### config.mk
export PLATFORM = sky130hd
export DESIGN_NAME = ps2_cmd_arbiter
export DESIGN_NICKNAME = d
export VERILOG_FILES = /design/src/rtl/ps2_cmd_arbiter.sv
export SDC_FILE = /design/constraint.sdc
export NUM_CORES = 1
export LEC_CHECK = 0
export ABC_CLOCK_PERIOD_IN_PS = 4250
export CAP_MARGIN = 20
export CORE_ASPECT_RATIO = 1.75
export CORE_MARGIN = 5
export CORE_UTILIZATION = 53
export DETAILED_ROUTE_END_ITERATION = 10
export PLACE_DENSITY = 0.85
export SYNTH_ARGS = -nofsm -noshare
export SYNTH_HDL_FRONTEND = slang
export SYNTH_SLANG_ARGS = --single-unit
### constraint.sdc
create_clock -name i_clk -period 4.25 [get_ports i_clk]
set_input_delay 1.275 -clock i_clk [delete_from_list [all_inputs] [get_ports i_clk]]
set_output_delay 1.275 -clock i_clk [all_outputs]
set_load 0.005 [all_outputs]
### src/rtl/ps2_cmd_arbiter.sv
// ps2_cmd_arbiter: round-robin owner of the PS/2 command channel.
// Sends 1-2 byte commands, handles FA/FE/timeout, filters ACK bytes.
// Ports: i_clk/i_rstn (sync, active-low); i_req[1:0] with i_cmd*/i_arg*/
//   i_has_arg* per requester; o_done/o_err per-requester pulses; o_busy;
//   o_cmd_val/o_cmd/i_ready to transceiver; i_scan_val/i_scancode from
//   transceiver; o_scan_val/o_scancode to key decoder.
module ps2_cmd_arbiter #(
  parameter int TIMEOUT   = 500000,
  parameter int TW        = 20,
  parameter int MAX_RETRY = 3
) (
  input  logic       i_clk,
  input  logic       i_rstn,
  input  logic [1:0] i_req,
  input  logic [7:0] i_cmd0,
  input  logic [7:0] i_arg0,
  input  logic       i_has_arg0,
  input  logic [7:0] i_cmd1,
  input  logic [7:0] i_arg1,
  input  logic       i_has_arg1,
  output logic [1:0] o_done,
  output logic [1:0] o_err,
  output logic       o_busy,
  output logic       o_cmd_val,
  output logic [7:0] o_cmd,
  input  logic       i_ready,
  input  logic       i_scan_val,
  input  logic [7:0] i_scancode,
  output logic       o_scan_val,
  output logic [7:0] o_scancode
);

  typedef enum logic [2:0] {
    IDLE, WAIT_RDY, SEND, WAIT_TX, WAIT_ACK, DONE, ERR
  } state_t;

  localparam logic [TW-1:0] T_LAST = TW'(TIMEOUT - 1);
  localparam logic [3:0]    R_MAX  = 4'(MAX_RETRY);

  state_t        state, state_d;
  logic          rr, rr_d;
  logic          gnt, gnt_d;
  logic          byte_sel, byte_sel_d;
  logic          has_arg, has_arg_d;
  logic [7:0]    cmd, cmd_d;
  logic [7:0]    arg, arg_d;
  logic [3:0]    retry, retry_d;
  logic [TW-1:0] tmr, tmr_d;

  logic is_fa, is_fe, is_aa, tmo;

  assign is_fa = i_scancode == 8'hFA;
  assign is_fe = i_scancode == 8'hFE;
  assign is_aa = i_scancode == 8'hAA;
  assign tmo   = tmr == T_LAST;

  assign o_scancode = i_scancode;
  assign o_scan_val = i_scan_val &
    ~((state == WAIT_ACK) & (is_fa | is_fe));

  always_ff @(posedge i_clk) begin
    if (!i_rstn) begin
      state    <= IDLE;
      rr       <= 1'b0;
      gnt      <= 1'b0;
      byte_sel <= 1'b0;
      has_arg  <= 1'b0;
      cmd      <= 8'h00;
      arg      <= 8'h00;
      retry    <= 4'd0;
      tmr      <= '0;
    end else begin
      state    <= state_d;
      rr       <= rr_d;
      gnt      <= gnt_d;
      byte_sel <= byte_sel_d;
      has_arg  <= has_arg_d;
      cmd      <= cmd_d;
      arg      <= arg_d;
      retry    <= retry_d;
      tmr      <= tmr_d;
    end
  end

  always_comb begin
    state_d    = state;
    rr_d       = rr;
    gnt_d      = gnt;
    byte_sel_d = byte_sel;
    has_arg_d  = has_arg;
    cmd_d      = cmd;
    arg_d      = arg;
    retry_d    = retry;
    tmr_d      = tmr;
    o_done     = 2'b00;
    o_err      = 2'b00;
    o_busy     = state != IDLE;
    o_cmd_val  = 1'b0;
    o_cmd      = 8'h00;

    case (state)
      IDLE: begin
        if (|i_req) begin
          // rr names the requester that wins a tie
          gnt_d      = (i_req == 2'b11) ? rr : i_req[1];
          cmd_d      = gnt_d ? i_cmd1 : i_cmd0;
          arg_d      = gnt_d ? i_arg1 : i_arg0;
          has_arg_d  = gnt_d ? i_has_arg1 : i_has_arg0;
          byte_sel_d = 1'b0;
          retry_d    = 4'd0;
          state_d    = WAIT_RDY;
        end
      end
      WAIT_RDY: begin
        if (i_ready) state_d = SEND;
      end
      SEND: begin
        o_cmd_val = 1'b1;
        o_cmd     = byte_sel ? arg : cmd;
        tmr_d     = '0;
        state_d   = WAIT_TX;
      end
      WAIT_TX: begin
        if (!tmo) tmr_d = tmr + 1'b1;
        if (tmo) begin
          if (retry < R_MAX) begin
            retry_d = retry + 4'd1;
            state_d = WAIT_RDY;
          end else begin
            state_d = ERR;
          end
        end else if (tmr != '0 && i_ready) begin
          // tmr==0 marks the cycle right after the strobe
          state_d = WAIT_ACK;
        end
      end
      WAIT_ACK: begin
        if (!tmo) tmr_d = tmr + 1'b1;
        if (i_scan_val) begin
          unique case (1'b1)
            is_fa: begin
              if (!byte_sel && has_arg) begin
                byte_sel_d = 1'b1;
                retry_d    = 4'd0;
                state_d    = WAIT_RDY;
              end else begin
                state_d = DONE;
              end
            end
            is_fe: begin
              if (retry < R_MAX) begin
                retry_d = retry + 4'd1;
                state_d = WAIT_RDY;
              end else begin
                state_d = ERR;
              end
            end
            is_aa: state_d = ERR;
            default: ;
          endcase
        end else if (tmo) begin
          if (retry < R_MAX) begin
            retry_d = retry + 4'd1;
            state_d = WAIT_RDY;
          end else begin
            state_d = ERR;
          end
        end
      end
      DONE: begin
        o_done  = gnt ? 2'b10 : 2'b01;
        rr_d    = ~gnt;
        state_d = IDLE;
      end
      ERR: begin
        o_err   = gnt ? 2'b10 : 2'b01;
        rr_d    = ~gnt;
        state_d = IDLE;
      end
      default: state_d = IDLE;
    endcase
  end

endmodule

==> results of run 1 <==
[logic make-up (layout without fill, tap and decap cells)]
logic type      count (synthesis)  in the layout  synth area share, %
compound gates                 89             89                 23.6
xor+xnor                        6              6                 1.84
fa+ha+maj                       3              3                 1.32
buf+inv                        37             93                 6.18
flops                          47             47                 33.0
mux                            30             30                 10.5
simple gates                  135            135                 23.6
[area by class of cell]
class,count,area share (%)
tap,55,1.89
clock buffer,7,2.65
inverter,10,1.03
multi-input combinational,263,48.0
sequential,47,25.9
timing repair buffer,75,20.3
clock inverter,1,0.207
[layer usage]
metal,wire [µm],share of wire (%),vias up,global-route usage [%]
met5,0,0,-,0
met4,207,2.7,0,11.6
met3,487,6.3,19,5.35
met2,4270,55,99,44.2
met1,2760,36,1340,21.7
li1,-,-,1383,-
[worst register-to-register path: cells and delay by family (launching register included)]
family,cells,cell delay (ns)
and+or+nand+nor,2,1.19
AOI/OAI and AO/OA,3,0.66
DFF,1,0.56
[cell usage in the layout, fill, tap and decap left out, types with 10 or more instances in the layout]
master,Yosys,final
nor2_1,50,49
o21ai_0,12,11
nand3_1,10,10
nor3_1,12,12
inv_1,10,10
dfxtp_1,47,47
or3_1,10,10
mux2i_1,30,30
a21oi_1,16,16
clkdlybuf4s50_1,0,70
a211oi_1,22,22
nand2_1,21,21
[report_power, final]
| part | total, mW | switching, mW | internal, mW | leakage (nW) |
|---|---|---|---|---|
| registers | 0.600 | 0.0739 | 0.526 | 0.384 |
| clock network | 0.303 | 0.155 | 0.148 | 0.0505 |
| logic | 0.585 | 0.315 | 0.270 | 0.897 |
| total | 1.49 | 0.543 | 0.945 | 1.33 |
[cells in the mapped netlist (3+ instances only)]
cell type,n
o21ai_0,12
xor2_1,5
and2_1,3
dfxtp_1,47
nor2_1,50
nand4_1,5
inv_1,10
or2_2,6
nand2_1,21
a21oi_1,16
mux2i_1,30
ha_1,3
or3_1,10
nand3_1,10
o21a_1,3
buf_1,3
buf_4,8
o211ai_1,5
nor3_1,12
o31ai_1,5
nor4_1,3
a211oi_1,22
clkbuf_1,15
[state kept, by name (all words and copies together) (netlist names)]
name	cells
retry	4
rr	1
cmd	8
has_arg	1
arg	8
byte_sel	1
state	3
gnt	1
tmr	20
[path summary, 6_finish.rpt]
path / start / end / slack (ns)
worst max-delay path: i_scancode[6] / o_scan_val / 0.13
worst min-delay path: retry[3]$_SDFFE_PN0P_ / retry[3]$_SDFFE_PN0P_ / 0.49
worst max register to register: state[1]$_SDFFE_PN0P_ / tmr[11]$_SDFFE_PN0P_ / 1.75
worst min register to register: retry[3]$_SDFFE_PN0P_ / retry[3]$_SDFFE_PN0P_ / 0.49
[through the flow]
stage          cells  total power, mW  util [%]  hold slack, ns
5_1_grt          458             1.59      69.1           0.503
3_3_place_gp     450             1.17      67.1           0.465
4_1_cts          458             1.49      69.1           0.494
2_1_floorplan    347             1.00         -           0.447
6_report         458             1.49      69.1           0.494
3_5_place_dp     450             1.19      67.1           0.473
==> summary.txt, run 1 <==
Clocking
  – Worst-Skew Late Latency: a little over 0.3 ns
  – Root buf cell: clkbuf_8
  – Clock Path Buffers: 2
  – CTS tree: done
  – CTS Buf Count: 5
  – Cts hold-fix bufs: 0
  – # Post-CTS Setup Buffers: 0
  – Post-CTS sizing: 0
  – Num Clock Sinks: 47
  – Max H-tree Level: 2
  – Clock transition at path regs: about 0.080 ns

Drt
  – Post-Route WL: roughly 7700 µm
  – # DRC: 0
  – Vias/cell: about 6.2
  – Router iterations before antenna repair: 4
  – Routed vias: about 2800
  – WL per Instance: 16.9 µm
  – Final ANT Viol Nets: 0
  – Violation count after the first detailed-route iteration: 172

Min path
  – Worst hold path stage count: 1
  – HP Class: register to register

Floorplan
  – Num ports: 71
  – Placeable Area: about 5300 µm²
  – Die area: ~7000 µm²
  – Die width: around 65 µm
  – Num rows: 35
  – Initial core utilization: 54.3%
  – Die Ht: around 110 µm

Run status
  – Status: finished, final reports clean

Critical path
  – CP Cell Sequence: clkdlybuf4s50_1 > and3_1 > and2_1 > a21oi_1 > clkdlybuf4s50_1
  – Critical Path Max Stage Delay: approximately 0.53 ns
  – WP buf/inv: 2
  – Crit path DAT: approximately 2.8 ns
  – CP Depth: 5
  – Critical path class: input pin to output port
  – Worst r2r path cells: 5
  – Startpoint class of the critical path: input pin
  – CP endpoint kind: output port
  – Slowest-stage cell, CP: clkdlybuf4s50_1
  – WP data required: just under 3 ns
  – Cell family with most CP delay: buffers and inverters
  – Most used cell, CP: clkdlybuf4s50_1
  – CP max FO: 5

Global routing
  – Initial antenna violation count: 0
  – Vias in the first global route: 2900
  – Largest net degree at the start of global routing: 37
  – First-pass GRT wire length: ~13000 µm
  – Total gr overflow: 0
  – Gr usage total: a little under a quarter

Timing
  – Slew Limit Fails: 0
  – Worst clock skew: ~0.012 ns
  – Slew @ Worst Pin: between 0.6 and 0.7 ns
  – RSZ-0062 raised after global routing: false
  – Final hold vios: 0
  – Slew margin rel.: 58.3%
  – Setup violations, final: 0
  – Setup ws final: ~0.13 ns
  – Crit path time final: 4.12 ns
  – Tcrit/Tclk final: between 90% and 100%
  – Max Freq: about 240 MHz
  – Setup_tns: 0 ns

Cells and area
  – Fin nets: between 400 and 500
  – Flip-flop and latch area: between 900 and 1000 µm²
  – Design area: approximately 3600 µm²
  – Antenna cells: 0
  – FILL cells: roughly 430
  – Area grow syn2layout: 27.3%
  – Fraction of layout cells with a size suffix above 1: roughly 8.2%
  – Footprint of the multi-input gates: about 1700 µm²

Job
  – Max-Cap Viols: 0

Synth
  – Synth async-reset ratio: 0%
  – Synth Warn #: 0
  – EDFF count, synth: 0
  – Synth top area cells: dfxtp_1 33%, mux2i_1 11%, nor2_1 6.6%, a211oi_1 5.8%, a21oi_1 2.8%
  – Sequential cell area fraction in the yosys report: around a third
  – Mean Syn Cell Area: 8.22 µm²
  – Ys flop type: dfxtp_1
  – Syn Std Cell Area: about 2900 µm²
  – Post-Syn Nets: 398
  – Yosys top cell area share: 33.0%
  – Yosys reg bits: 47
  – Syn Inst Count: about 350
  – Top cell type by total area after synthesis: dfxtp_1
  – Synth unique cells: 57

Pwr
  – Worst VDD drop: approximately 0.00027 V
  – Static Leak: between 1 and 1.5 nW
  – Power Dens Cells: 410 nW/µm²

Place
  – Buffers on Ports: 70
  – RD Place Congestion: slightly above 0.9
  – Post-DP HPWL: roughly 6000 µm
  – Pre-CTS setup slack: roughly 0.14 ns
  – Placed inst area: approximately 3500 µm²
(Power assumes the default switching activity.)
==> run 2: changes to the inputs <==
==> config.mk (replaced) <==
export PLATFORM = sky130hd
export DESIGN_NAME = ps2_cmd_arbiter
export DESIGN_NICKNAME = d
export VERILOG_FILES = /design/src/rtl/ps2_cmd_arbiter.sv
export SDC_FILE = /design/constraint.sdc
export NUM_CORES = 1
export LEC_CHECK = 0
export ABC_CLOCK_PERIOD_IN_PS = 4500
export CAP_MARGIN = 20
export CORE_ASPECT_RATIO = 1.75
export CORE_MARGIN = 5
export CORE_UTILIZATION = 50
export DETAILED_ROUTE_END_ITERATION = 10
export PLACE_DENSITY = 0.81
export SYNTH_ARGS = -nofsm -noshare
export SYNTH_HDL_FRONTEND = slang
export SYNTH_SLANG_ARGS = --single-unit
==> constraint.sdc (replaced) <==
create_clock -name i_clk -period 4.5 [get_ports i_clk]
set_input_delay 1.35 -clock i_clk [delete_from_list [all_inputs] [get_ports i_clk]]
set_output_delay 1.35 -clock i_clk [all_outputs]
set_load 0.005 [all_outputs]
==> summary.txt, run 2 (synthesized netlist as in run 1, its figures left out) <==
Global routing
  – Total gr overflow: 0
  – Initial antenna violation count: 0
  – Largest net degree at the start of global routing: 26
  – Vias in the first global route: between 2000 and 3000
  – First-pass GRT wire length: 12400 µm
  – Gr usage total: a little over a fifth

Clocking
  – Worst-Skew Late Latency: approximately 0.32 ns
  – Clock transition at path regs: around 0.09 ns
  – Max H-tree Level: 2
  – # Post-CTS Setup Buffers: 0
  – Root buf cell: clkbuf_8
  – Clock Path Buffers: 2
  – Cts hold-fix bufs: 0
  – CTS tree: done
  – Post-CTS sizing: 0
  – Num Clock Sinks: between 40 and 50
  – CTS Buf Count: 5

Timing
  – Slew Limit Fails: 0
  – Max Freq: 232 MHz
  – Final hold vios: 0
  – Worst clock skew: between 0.008 and 0.009 ns
  – Slew @ Worst Pin: 0.764 ns
  – Setup violations, final: 0
  – Setup_tns: 0 ns
  – Crit path time final: around 4.3 ns
  – Worst hold slack: 0.491 ns
  – Tcrit/Tclk final: 96.0%
  – Slew margin rel.: 49.0%
  – RSZ-0062 raised after global routing: false

Place
  – RD Place Congestion: slightly above 0.9
  – Post-DP HPWL: around 6000 µm
  – Buffers on Ports: 70
  – Placed inst area: about 3500 µm²

Drt
  – Highest Signal Layer: met4
  – Post-Route WL: between 7000 and 8000 µm
  – Vias/cell: ~5.8
  – WL per Instance: ~16 µm
  – Routed vias: around 2800
  – M1 wire length: about 2700 µm
  – Wire length on met2: 4170 µm
  – Final ANT Viol Nets: 0
  – Met3 routed WL: between 400 and 500 µm
  – # DRC: 0
  – Violation count after the first detailed-route iteration: approximately 180
  – Router iterations before antenna repair: 4

Critical path
  – Slowest-stage cell, CP: clkdlybuf4s50_1
  – CP endpoint kind: output port
  – WP data required: between 3 and 4 ns
  – Startpoint class of the critical path: input pin
  – Critical Path Max Stage Delay: approximately 0.54 ns
  – Crit path DAT: about 3.0 ns
  – Most used cell, CP: clkdlybuf4s50_1
  – Worst r2r src: state[1]$_SDFFE_PN0P_
  – Cell family with most CP delay: buffers and inverters
  – Worst r2r path cells: 5
  – Critical path class: input pin to output port
  – WP buf/inv: 2
  – R2R Setup Slk: between 2 and 2.5 ns
  – CP Cell Sequence: clkdlybuf4s50_1 > and3_1 > and2_1 > a21oi_1 > clkdlybuf4s50_1
  – Critical R2R Capture: tmr[11]$_SDFFE_PN0P_
  – CP max FO: 5

Min path
  – Worst hold path stage count: 1
  – HP Class: register to register
  – Hold Path End: retry[2]$_SDFFE_PN0P_
  – Hold Startpoint: retry[2]$_SDFFE_PN0P_

Floorplan
  – Die width: between 60 and 70 µm
  – Die area: ~7400 µm²
  – Num rows: 36
  – Initial core utilization: between 50% and 60%
  – Num ports: 71
  – Die Ht: about 110 µm
  – Placeable Area: between 5000 and 6000 µm²

Cells and area
  – Most frequent cells in the layout: 70 x clkdlybuf4s50_1, 49 x nor2_1, 47 x dfxtp_1, 30 x mux2i_1, 22 x a211oi_1
  – Area grow syn2layout: 28.3%
  – Most flop-heavy register: tmr
  – Fin nets: approximately 450
  – Design area: 3660 µm²
  – Largest register FFs: 20
  – Antenna cells: 0
  – Largest registers: tmr (20), arg (8), cmd (8)
  – Most common cell after layout, fill and taps aside: clkdlybuf4s50_1
  – Fraction of layout cells with a size suffix above 1: 7.73%

Pwr
  – Worst VDD drop: about 0.00030 V
  – Power Dens Cells: 397 nW/µm²
  – Static Leak: ~1.3 nW

Run status
  – Status: finished, final reports clean

Job
  – Max-Cap Viols: 0
run 2: cell types whose count changed in the layout (fill, tap and decap cells not counted), sizes merged:
cell and change:
buf -2, bufinv +1, clkbuf -1, clkinvlp -1, inv +1
run 2: layout make-up:
class / instances / area, µm²
clock buffers: 6 / 82.6
clock inverters: 2 / 38.8
fillers: 511 / 1920
inverters: 10 / 37.5
multi-input cells: 263 / 1740
flip-flops and latches: 47 / 941
well taps: 76 / 95.1
repair buffers: 73 / 723
run 2: routing by layer:
layer	GRT usage, %	vias to the layer above
met5	0	-
met4	11.8	0
met3	5.11	29
met2	40.9	91
met1	21.0	1274
li1	-	1379
run 2: report_power, final:
part | internal [mW] | switching (mW)
logic | 0.256 | 0.303
registers | 0.497 | 0.0633
clock network | 0.183 | 0.152
run 2: worst max path at each step:
stage,start,to,cells after the start
after floorplan,i_scancode[5],o_scan_val,3
after global placement,i_scancode[6],o_scan_val,5
after detailed placement,i_scancode[6],o_scan_val,5
after CTS,i_scancode[6],o_scan_val,5
after global routing,i_scancode[6],o_scan_val,5
final,i_scancode[6],o_scan_val,5
run 2: stage by stage:
| stage | total power [mW] | worst slack [ns] | utilization [%] | cells |
|---|---|---|---|---|
| 2_1_floorplan | 0.946 | 1.25 | - | 347 |
| 3_3_place_gp | 1.11 | 0.211 | 63.4 | 469 |
| 3_5_place_dp | 1.13 | 0.218 | 63.4 | 469 |
| 4_1_cts | 1.46 | 0.191 | 65.5 | 477 |
| 5_1_grt | 1.55 | 0.0632 | 65.5 | 477 |
| 6_report | 1.45 | 0.182 | 65.5 | 477 |
